==> src/rtl/fifo_ctrl_v2.sv <==
// Single-clock FIFO with arbitrary depth, standard or first-word-fall-through reads,
// fill level, programmable almost-full/almost-empty thresholds and sticky error flags.
module fifo_ctrl_v2 #(
  parameter int DEPTH      = 8,
  parameter int DATA_WIDTH = 8,
  parameter bit FWFT       = 1'b0,
  parameter int AF_LEVEL   = DEPTH - 1,
  parameter int AE_LEVEL   = 1
) (
  input  logic                         clk,
  input  logic                         rst_n,
  input  logic                         clr,
  input  logic                         wren,
  input  logic [DATA_WIDTH-1:0]        i_data,
  input  logic                         rden,
  output logic [DATA_WIDTH-1:0]        o_data,
  output logic                         full,
  output logic                         empty,
  output logic                         almost_full,
  output logic                         almost_empty,
  output logic [$clog2(DEPTH+1)-1:0]   count,
  output logic                         overflow,
  output logic                         underflow
);

  localparam int CW = $clog2(DEPTH + 1);
  localparam int PW = (DEPTH > 2) ? $clog2(DEPTH) : 1;
  localparam logic [CW-1:0] DEPTH_C  = CW'(DEPTH);
  localparam logic [CW-1:0] AF_C     = CW'(AF_LEVEL);
  localparam logic [CW-1:0] AE_C     = CW'(AE_LEVEL);
  localparam logic [PW-1:0] PTR_LAST = PW'(DEPTH - 1);

  if (DEPTH < 2) begin : g_bad_depth
    $error("fifo_ctrl_v2: DEPTH must be >= 2");
  end
  if (AF_LEVEL > DEPTH) begin : g_bad_af
    $error("fifo_ctrl_v2: AF_LEVEL must be <= DEPTH");
  end
  if (AE_LEVEL >= AF_LEVEL) begin : g_bad_ae
    $error("fifo_ctrl_v2: AE_LEVEL must be < AF_LEVEL");
  end

  logic [DATA_WIDTH-1:0] mem_q [DEPTH];
  logic [PW-1:0]         wptr_q, wptr_d, rptr_q, rptr_d;
  logic [CW-1:0]         count_q, count_d;
  logic [DATA_WIDTH-1:0] data_q, data_d;
  logic                  overflow_q, overflow_d, underflow_q, underflow_d;
  logic                  rd_ok, wr_ok, mem_we;

  // Handshake: wren/rden are single-cycle requests sampled at the rising edge;
  // a request is accepted (wr_ok/rd_ok) without back-pressure, a rejected one
  // only sets the sticky error flag. A read frees the slot for a same-cycle write.
  assign rd_ok  = rden & ~empty;
  assign wr_ok  = wren & (~full | rd_ok);
  assign mem_we = wr_ok & ~clr;

  always_comb begin
    wptr_d      = wptr_q;
    rptr_d      = rptr_q;
    count_d     = count_q;
    data_d      = data_q;
    overflow_d  = overflow_q;
    underflow_d = underflow_q;
    if (clr) begin
      wptr_d      = '0;
      rptr_d      = '0;
      count_d     = '0;
      data_d      = '0;
      overflow_d  = 1'b0;
      underflow_d = 1'b0;
    end else begin
      if (wr_ok) wptr_d = (wptr_q == PTR_LAST) ? '0 : wptr_q + 1'b1;
      if (rd_ok) begin
        rptr_d = (rptr_q == PTR_LAST) ? '0 : rptr_q + 1'b1;
        data_d = mem_q[rptr_q];
      end
      case ({wr_ok, rd_ok})
        2'b10:   count_d = count_q + 1'b1;
        2'b01:   count_d = count_q - 1'b1;
        default: count_d = count_q;
      endcase
      overflow_d  = overflow_q | (wren & ~wr_ok);
      underflow_d = underflow_q | (rden & empty);
    end
  end

  always_ff @(posedge clk or negedge rst_n) begin
    if (!rst_n) begin
      wptr_q      <= '0;
      rptr_q      <= '0;
      count_q     <= '0;
      data_q      <= '0;
      overflow_q  <= 1'b0;
      underflow_q <= 1'b0;
    end else begin
      wptr_q      <= wptr_d;
      rptr_q      <= rptr_d;
      count_q     <= count_d;
      data_q      <= data_d;
      overflow_q  <= overflow_d;
      underflow_q <= underflow_d;
    end
  end

  // Storage is deliberately unreset so it can map onto RAM.
  always_ff @(posedge clk) begin
    if (mem_we) mem_q[wptr_q] <= i_data;
  end

  // In FWFT mode data_q holds the last popped head, giving a stable value when empty.
  if (FWFT) begin : g_fwft
    assign o_data = empty ? data_q : mem_q[rptr_q];
  end else begin : g_std
    assign o_data = data_q;
  end

  assign empty        = (count_q == '0);
  assign full         = (count_q == DEPTH_C);
  assign almost_full  = (count_q >= AF_C);
  assign almost_empty = (count_q <= AE_C);
  assign count        = count_q;
  assign overflow     = overflow_q;
  assign underflow    = underflow_q;

endmodule

==> config.mk <==
export PLATFORM = sky130hd
export DESIGN_NAME = fifo_ctrl_v2
export DESIGN_NICKNAME = d
export VERILOG_FILES = /design/src/rtl/fifo_ctrl_v2.sv
export SDC_FILE = /design/constraint.sdc
export NUM_CORES = 1
export LEC_CHECK = 0
export CAP_MARGIN = 20
export CORE_MARGIN = 10
export CORE_UTILIZATION = 50
export DETAILED_ROUTE_END_ITERATION = 7
export PLACE_DENSITY = 0.7
export RECOVER_POWER = 25
export SYNTH_ARGS = -nofsm -noshare
export SYNTH_HDL_FRONTEND = slang
export SYNTH_SLANG_ARGS = --single-unit
==> constraint.sdc <==
create_clock -name clk -period 3.1 [get_ports clk]
set_input_delay 0.62 -clock clk [delete_from_list [all_inputs] [get_ports clk]]
set_output_delay 0.62 -clock clk [all_outputs]
set_load 0.1 [all_outputs]
==> results.cfg <==
[final_layout]
fin_nets = 296
regArea_mm2 = 0.002425
syn2layout_area_growth_pct = 17.95
n_antenna_cell = 0
stdcell_count = 376
layout-drive-gt1-share_pct = 25.00
multi_input_area_mm2 = 0.001052
nFillCells = 523

[die]
core.rowCount = 30
die_y_um = 104.4
core-area_mm2 = 0.006869
die_x_um = 104.4
ios = 31
start_util_pct = 51.86
dieArea_mm2 = 0.01090

[min_path]
hold-path-endpoint = o_data[0]
holdPathStages = 2
hp-start = o_data[0]
hold_class = register to register

[synth]
yosysTopAreaCell = edfxtp_1
synth_area_mm2 = 0.003562
syn-num-nets = 254
yosysUniqueCellTypes = 36
synthTopCellsByArea = edfxtp_1 54%, dfrtp_1 14%, mux4_2 5.7%, mux2i_1 4.8%, ha_1 2.8%
syn_inst = 233
synth.top_cell.area_share_pct = 53.95
seq_area_frac_synth_pct = 68.00
syn-mean-instance-area_um2 = 15.29
ys_ff_latch = 84
yosys_warnings = 0

[cts]
path_clk_slew_ns = 0.09
cts_resized = 0
clkSinkCount = 84
clk_latency_ns = 0.35
cts.path.max_buffers = 2
cts_root_buf = clkbuf_8
cts_setup_buffers = 0
cts-htree-levels = 3
hold_buffers = 0
tritoncts = yes
numCtsBuffers = 9

[sta]
worstMarginPinSlew_ns = 0.5890
skew_ns = 0.006779
rsz0062_at_grt = no
final-hold-violation-count = 0
setup_viol = 0
finalSetupTns_ns = 0
hold_slack_ns = 0.4824
relSlewSlack_pct = 60.73
clock.fmax_mhz = 376.3
finalCritPeriodShare_pct = 85.72
final.min_clock_period_ns = 2.657
slew_violations = 0

[global_route]
overflow = 0
antenna_found_initial = 0
grt_pass1_vias = 2005
grt_start_max_net_pins = 17
grt_pass1_wl_mm = 11.14
grt.total_usage_pct = 13.43

[place]
gp_congestion = 0.8426
io_buffer_count = 30
dpl.cell_count = 360
hpwl_mm = 5.046

[worst_setup_path]
crit_path_end_kind = primary output
startpoint_type = register
ff2ff_path_depth = 7
reg2reg_from = count[0]
worstPathArrival_ns = 2.04
crit_type = register to primary output
r2r_setup_slack_ns = 0.77
r2r-end = mem_q[4][5]
cp.required_ns = 2.48
cp_max_fo = 7

[routing]
routedWlPerCell_um = 18.62
routed_wl_mm = 7.002
remaining_drc_errors = 0
route.vias.total = 2024
ant_nets = 0
vias_per_cell = 5.383
dr.pass1.iters = 4
drt_iter0_markers = 96

[pwr]
p_leak_nw = 1.588
vdd_drop_max_mv = 0.4011
powerDensity_mw_per_mm2 = 689.2

[run]
cap_viol_max_count = 0

[status]
outcome = completed
## Yosys cell counts, drive strengths merged
cell type and n:
nand3b 1, xnor2 2, o211ai 1, or3 3
a31oi 1, nand2b 4, a22oi 2, nor2b 5
dfrtp 20, and2 1, inv 7, a21o 1
a21oi 4, buf 6, o21ai 11, nor3 7
o211a 1, ha 8, mux4 9, a221o 7
nand4 1, nor2 23, edfxtp 64, mux2 2
nand3 2, a31o 1, mux2i 17, or3b 2
clkbuf 5, nand2 14, a211oi 1
## cell type report
type | instances | share of cell area (%)
multi-input combinational | 131 | 25.04
tap | 96 | 2.859
clock inverter | 7 | 2.531
timing repair buffer | 42 | 8.219
inverter | 7 | 0.6849
sequential | 84 | 57.71
clock buffer | 9 | 2.948
## worst max path at each step
stage               startpoint          end  slack [ns]  cells past startpoint
CTS                   count[0]        empty        0.43                      5
global route          count[0]        empty        0.32                      5
global placement          rden  mem_q[4][6]        0.44                      6
finish                count[0]        empty        0.44                      5
detailed placement        rden  mem_q[4][1]        0.41                      6
floorplan             count[2]  mem_q[4][0]        0.14                      5
## cell families after synthesis
family	synth area share, %
flops	68.00
simple gates	8.325
compound gates	6.674
mux	11.10
buf+inv	2.599
fa+ha+maj	2.810
xor+xnor	0.4918
## cells in the final DEF (no fill, tap or decap), types with 4 or more instances in the layout
cell,synthesis,layout
a221o_1,7,7
buf_4,1,30
clkbuf_8,0,9
clkdlybuf4s50_1,0,6
dfrtp_1,20,18
dlygate4sd3_1,0,6
edfxtp_1,64,64
ha_1,8,8
inv_1,6,6
mux2i_1,17,17
mux4_2,9,9
nand2_1,14,14
nand2b_1,4,4
nor2_1,23,23
nor2b_1,5,5
nor3_1,7,6
o21ai_0,4,4
o21ai_2,7,7
## registers in the layout, indices dropped and copies added, names as in the netlist
signal,cells
mem_q,64
o_data,8
count,4
rptr_q,3
wptr_q,3
overflow,1
underflow,1
## where the power goes
group / internal (mW) / total (mW) / leakage [nW] / switching (mW)
clock: 0.469 / 0.868 / 0.117 / 0.399
sequential: 1.26 / 1.30 / 0.847 / 0.0425
combinational: 0.219 / 0.728 / 0.625 / 0.510
total: 1.94 / 2.90 / 1.59 / 0.952
## metal layers
metal | track usage [%] | part of all wire, %
met1 | 17.59 | 45
met2 | 20.55 | 47
met3 | 4.585 | 7.1
met4 | 3.877 | 1.0
met5 | 0 | 0
## through the flow
stage          setup slack, ns  area [um^2]  power [mW]  util (%)
2_1_floorplan           0.1432         3570       1.894         -
3_3_place_gp            0.4407         3971       2.056     57.81
3_5_place_dp            0.4101         3971       2.061     57.81
4_1_cts                 0.4318         4202       2.931     61.17
5_1_grt                 0.3203         4202       3.028     61.17
6_report                0.4426         4202       2.896     61.17
## worst max-delay path, cell delays in order, from the launching register on
cell     delay, ns
dfrtp_2       0.46
inv_1         0.11
ha_1          0.20
or3b_1        0.48
inv_4         0.13
buf_4         0.29
Power figures use the tool's default switching activity.
==> RTL edit 1 (same flow settings) <==
Set the parameter `FWFT` to 1'b1 (it was 1'b0).
--- a/src/rtl/fifo_ctrl_v2.sv
+++ b/src/rtl/fifo_ctrl_v2.sv
@@ -3,7 +3,7 @@
 module fifo_ctrl_v2 #(
   parameter int DEPTH      = 8,
   parameter int DATA_WIDTH = 8,
-  parameter bit FWFT       = 1'b0,
+  parameter bit FWFT       = 1'b1,
   parameter int AF_LEVEL   = DEPTH - 1,
   parameter int AE_LEVEL   = 1
 ) (
Formal check against the unedited RTL: not equivalent (a bounded check fails within 4 cycles, from zero or initial values and one cycle with rst_n low).
==> RTL edit 1 against the unedited design <==
Total power increased by 14%; wire length fell by 0.84%; critical path depth down 1; synthesized cell count grew 6.9%; final area increased by 9.0%; fmax is 9.5% lower; critical path type unchanged; count of clock-buffer cells in the layout grew 1; setup slack worse by 280 ps; highest routed layer unchanged; area after synthesis up 9.3%; largest power group unchanged; sequential cell count did not move.
==> RTL edit 1: results (changes against the unedited design) <==
slowest stage cell on the critical path nor2b_1; vias in the first global route 2,099 (+4.7%); Comb pwr share 37.1% (+12 points); global-route wire length before repair 11.26 mm (+1.0%); Slew @ Worst Pin 1091 ps (+502.3 ps); top post-synthesis cells by count 64 x edfxtp_1, 20 x dfrtp_1, 20 x mux2i_1, 20 x nor2_1, 15 x mux2_2; critical path arrival 2320 ps (+280 ps); DP Wirelength 4.913 mm (-2.6%); status finished, final reports clean; vias 2,158 (+6.6%); placed cell area 4382 sq um (+10%); VDD IR max 0.2646 mV (-34%); final wirelength 6.943 mm (-0.84%); drt first pass iters 4 (unchanged); sequential area share after synthesis 62.21% (-5.8 points); largest net degree at the start of global routing 21 (+4); distinct cell type count after synthesis 39 (+8.3%); Clock power frac 23.7% (-6.3 points); htree depth 3 (unchanged); share of cells above drive strength 1 32.77% (+7.8 points); GRT Util Overall 12.36% (-1.1 points); syn_nets 269 (+5.9%); Max FO, Critical Path 8 (+1); cell family with most CP delay simple AND/OR/NAND/NOR gates; DP Worst Slack 535.0 ps (+124.9 ps); Synth area leaders edfxtp_1 49%, dfrtp_1 13%, mux2i_1 5.1%; clk_skew 10.47 ps (+3.690 ps); Final Net Count 311 (+5.1%); DR iter-0 viols 106 (+10%); global placer's final weighted congestion 0.7563 (-10%); max incr delay on CP 730 ps (+250 ps)
==> RTL edit 1: metal layers <==
layer | share of wire, % | track usage (%) | wire length (um)
met5 | 0 | 0 | 0
met4 | 1.3 | 5.439 | 91
met3 | 4.4 | 2.974 | 304
met2 | 44 | 17.33 | 3084
met1 | 50 | 17.71 | 3463
==> RTL edit 1: path summary, 6_finish.rpt <==
path | start | end | slack [ps] | depth (start not counted)
worst max register to register | count[0] | mem_q[0][4] | 870 | 7
worst max-delay path | rptr_q[2] | o_data[3] | 160 | 4
max in group asynchronous | rst_n | count[1] | 1390 | 2
worst min register to register | data_q[7] | data_q[7] | 510 | 1
worst min-delay path | data_q[7] | data_q[7] | 510 | 1
min in group asynchronous | rst_n | count[0] | 980 | 2
==> RTL edit 1: per-stage QoR <==
stage | util (%) | instances | power [mW]
after floorplan | - | 249 | 2.207
after global placement | 57.30 | 382 | 2.549
after detailed placement | 57.30 | 382 | 2.562
after CTS | 59.91 | 398 | 3.343
after global routing | 59.87 | 398 | 3.448
final | 59.87 | 398 | 3.310
==> RTL edit 1: kinds of logic (layout without fill, tap and decap cells) <==
family                   Yosys count  count (layout)  share of synthesized area (%)
AO/OA/AOI/OAI                     37              37                          9.447
AND/OR/NAND/NOR                   54              54                          7.873
XOR/XNOR                           3               3                         0.6749
multiplexers                      47              47                          14.01
flip-flops                        84              84                          62.21
buffers and inverters             17              64                          3.534
adder cells (fa/ha/maj)            7               7                          2.249
==> RTL edit 1: cell type report <==
cell class / instances / area, sq um
multi-input combinational: 148 / 1341
fill: 593 / 3069
inverter: 4 / 15.01
clock buffer: 10 / 127.6
timing repair buffer: 44 / 469.2
clock inverter: 6 / 72.57
sequential: 84 / 2425
tap: 102 / 127.6
==> RTL edit 2 (same flow settings) <==
Without the edit above. Put one more register stage on the output `count`, with the module's reset. The value now appears one clock later. The other outputs are not delayed to match.
--- a/src/rtl/fifo_ctrl_v2.sv
+++ b/src/rtl/fifo_ctrl_v2.sv
@@ -118,7 +118,13 @@
   assign full         = (count_q == DEPTH_C);
   assign almost_full  = (count_q >= AF_C);
   assign almost_empty = (count_q <= AE_C);
-  assign count        = count_q;
+  always_ff @(posedge clk or negedge rst_n) begin
+    if (!rst_n) begin
+      count <= '0;
+    end else begin
+      count <= count_q;
+    end
+  end
   assign overflow     = overflow_q;
   assign underflow    = underflow_q;
 
Behaviour: not the same (Yosys sat finds a counterexample within 4 cycles, from zero or initial values and one cycle with rst_n low).
==> RTL edit 2 against the unedited design <==
Global-route usage is 0.066 points higher; count of clock-buffer cells in the layout stayed put; setup slack better by 13 ps; critical path depth stayed put; sequential cell count is 4 higher; final area is 2.5% higher; wire length is 5.1% higher; area after synthesis is 4.3% higher; utilization is 1.8 points lower; critical path type unchanged.
Power is not compared: it rests on default switching activity, and its combinational part moved more than twofold at a synthesized area within 25%.
==> RTL edit 2: results (changes against the unedited design) <==
HP Start count_q[1]; Syn-to-layout area delta 15.93%; Final min period 2645 ps (-12.77 ps); count of state elements after synthesis 88 (+4.8%); Mapped Area 3716 sq um (+4.3%); worst rel slew slack 14.53% (-46 points); GRT Util Overall 13.49% (+0.066 points); sequential area share after synthesis 67.88% (-0.12 points); worst hold path type reg2reg; Synth Area in XOR/XNOR 0% (-0.49 points); Async SR Flop Fraction 27.27% (+3.5 points); initial antenna violation count 0 (unchanged); Synth area leaders edfxtp_1 52%, dfrtp_1 16%, mux2i_1 4.8%; worst setup path startpoint count_q[0]; Non-clock buffer share 8.220% (about the same); top post-synthesis cells by count 64 x edfxtp_1, 24 x dfrtp_1, 20 x nor2_1, 18 x mux2i_1, 15 x nand2_1; FILL cells 553 (+5.7%); DP Wirelength 5.199 mm (+3.0%); placed cell area 4118 sq um (+3.7%); comb_multi_in 132 (+0.76%); clk tree area frac 4.502% (-0.98 points); inverters 5 (-2); share of cells above drive strength 1 24.03% (-0.97 points); EDFF count, synth 64 (unchanged); syn_nets 257 (+1.2%); mux cell area share after synthesis 10.00% (-1.1 points); distinct cell type count after synthesis 49 (+36%); global placer's final weighted congestion 0.8033 (-4.7%); hold path cells 0 (-2); Final Power roughly 3.7 mW; global-route wire length before repair 11.63 mm (+4.4%); Final Net Count 299 (+1.0%); vias per cell 5.427 (+0.81%); multi-input logic area 1094 sq um (+3.9%); largest net degree at the start of global routing 25 (+8); WHS Endpoint count[1]; FF-to-FF setup slack 920 ps (+150 ps); status finished, final reports clean; final wirelength 7.362 mm (+5.1%); clk_skew 6.882 ps (+0.1035 ps); DP Cell Count 366 (+1.7%)
[RTL edit 2: changes by cell type after synthesis, sizes merged, moves of 2 or more]
| cell | before | now |
|---|---|---|
| nor2b | 5 | 2 |
| buf | 6 | 8 |
| xnor2 | 2 | 0 |
| clkbuf | 5 | 3 |
| nand2b | 4 | 6 |
| nor3 | 7 | 4 |
| a22oi | 2 | 0 |
| inv | 7 | 4 |
| nor2 | 23 | 21 |
| nand2 | 14 | 16 |
| dfrtp | 20 | 24 |
[RTL edit 2: layer usage]
| metal | GRT usage [%] | vias up | part of all wire, % |
|---|---|---|---|
| li1 | - | 980 | - |
| met1 | 19.74 | 1006 | 47 |
| met2 | 18.73 | 78 | 44 |
| met3 | 2.899 | 9 | 7.4 |
| met4 | 5.996 | 0 | 1.5 |
| met5 | 0 | - | 0 |
[RTL edit 2: worst max-delay path, cell delays in order, from the launching register on]
cell      delay (ps)
dfrtp_1          470
inv_1            130
ha_1             230
or3b_1           520
clkinv_2         140
buf_12           180
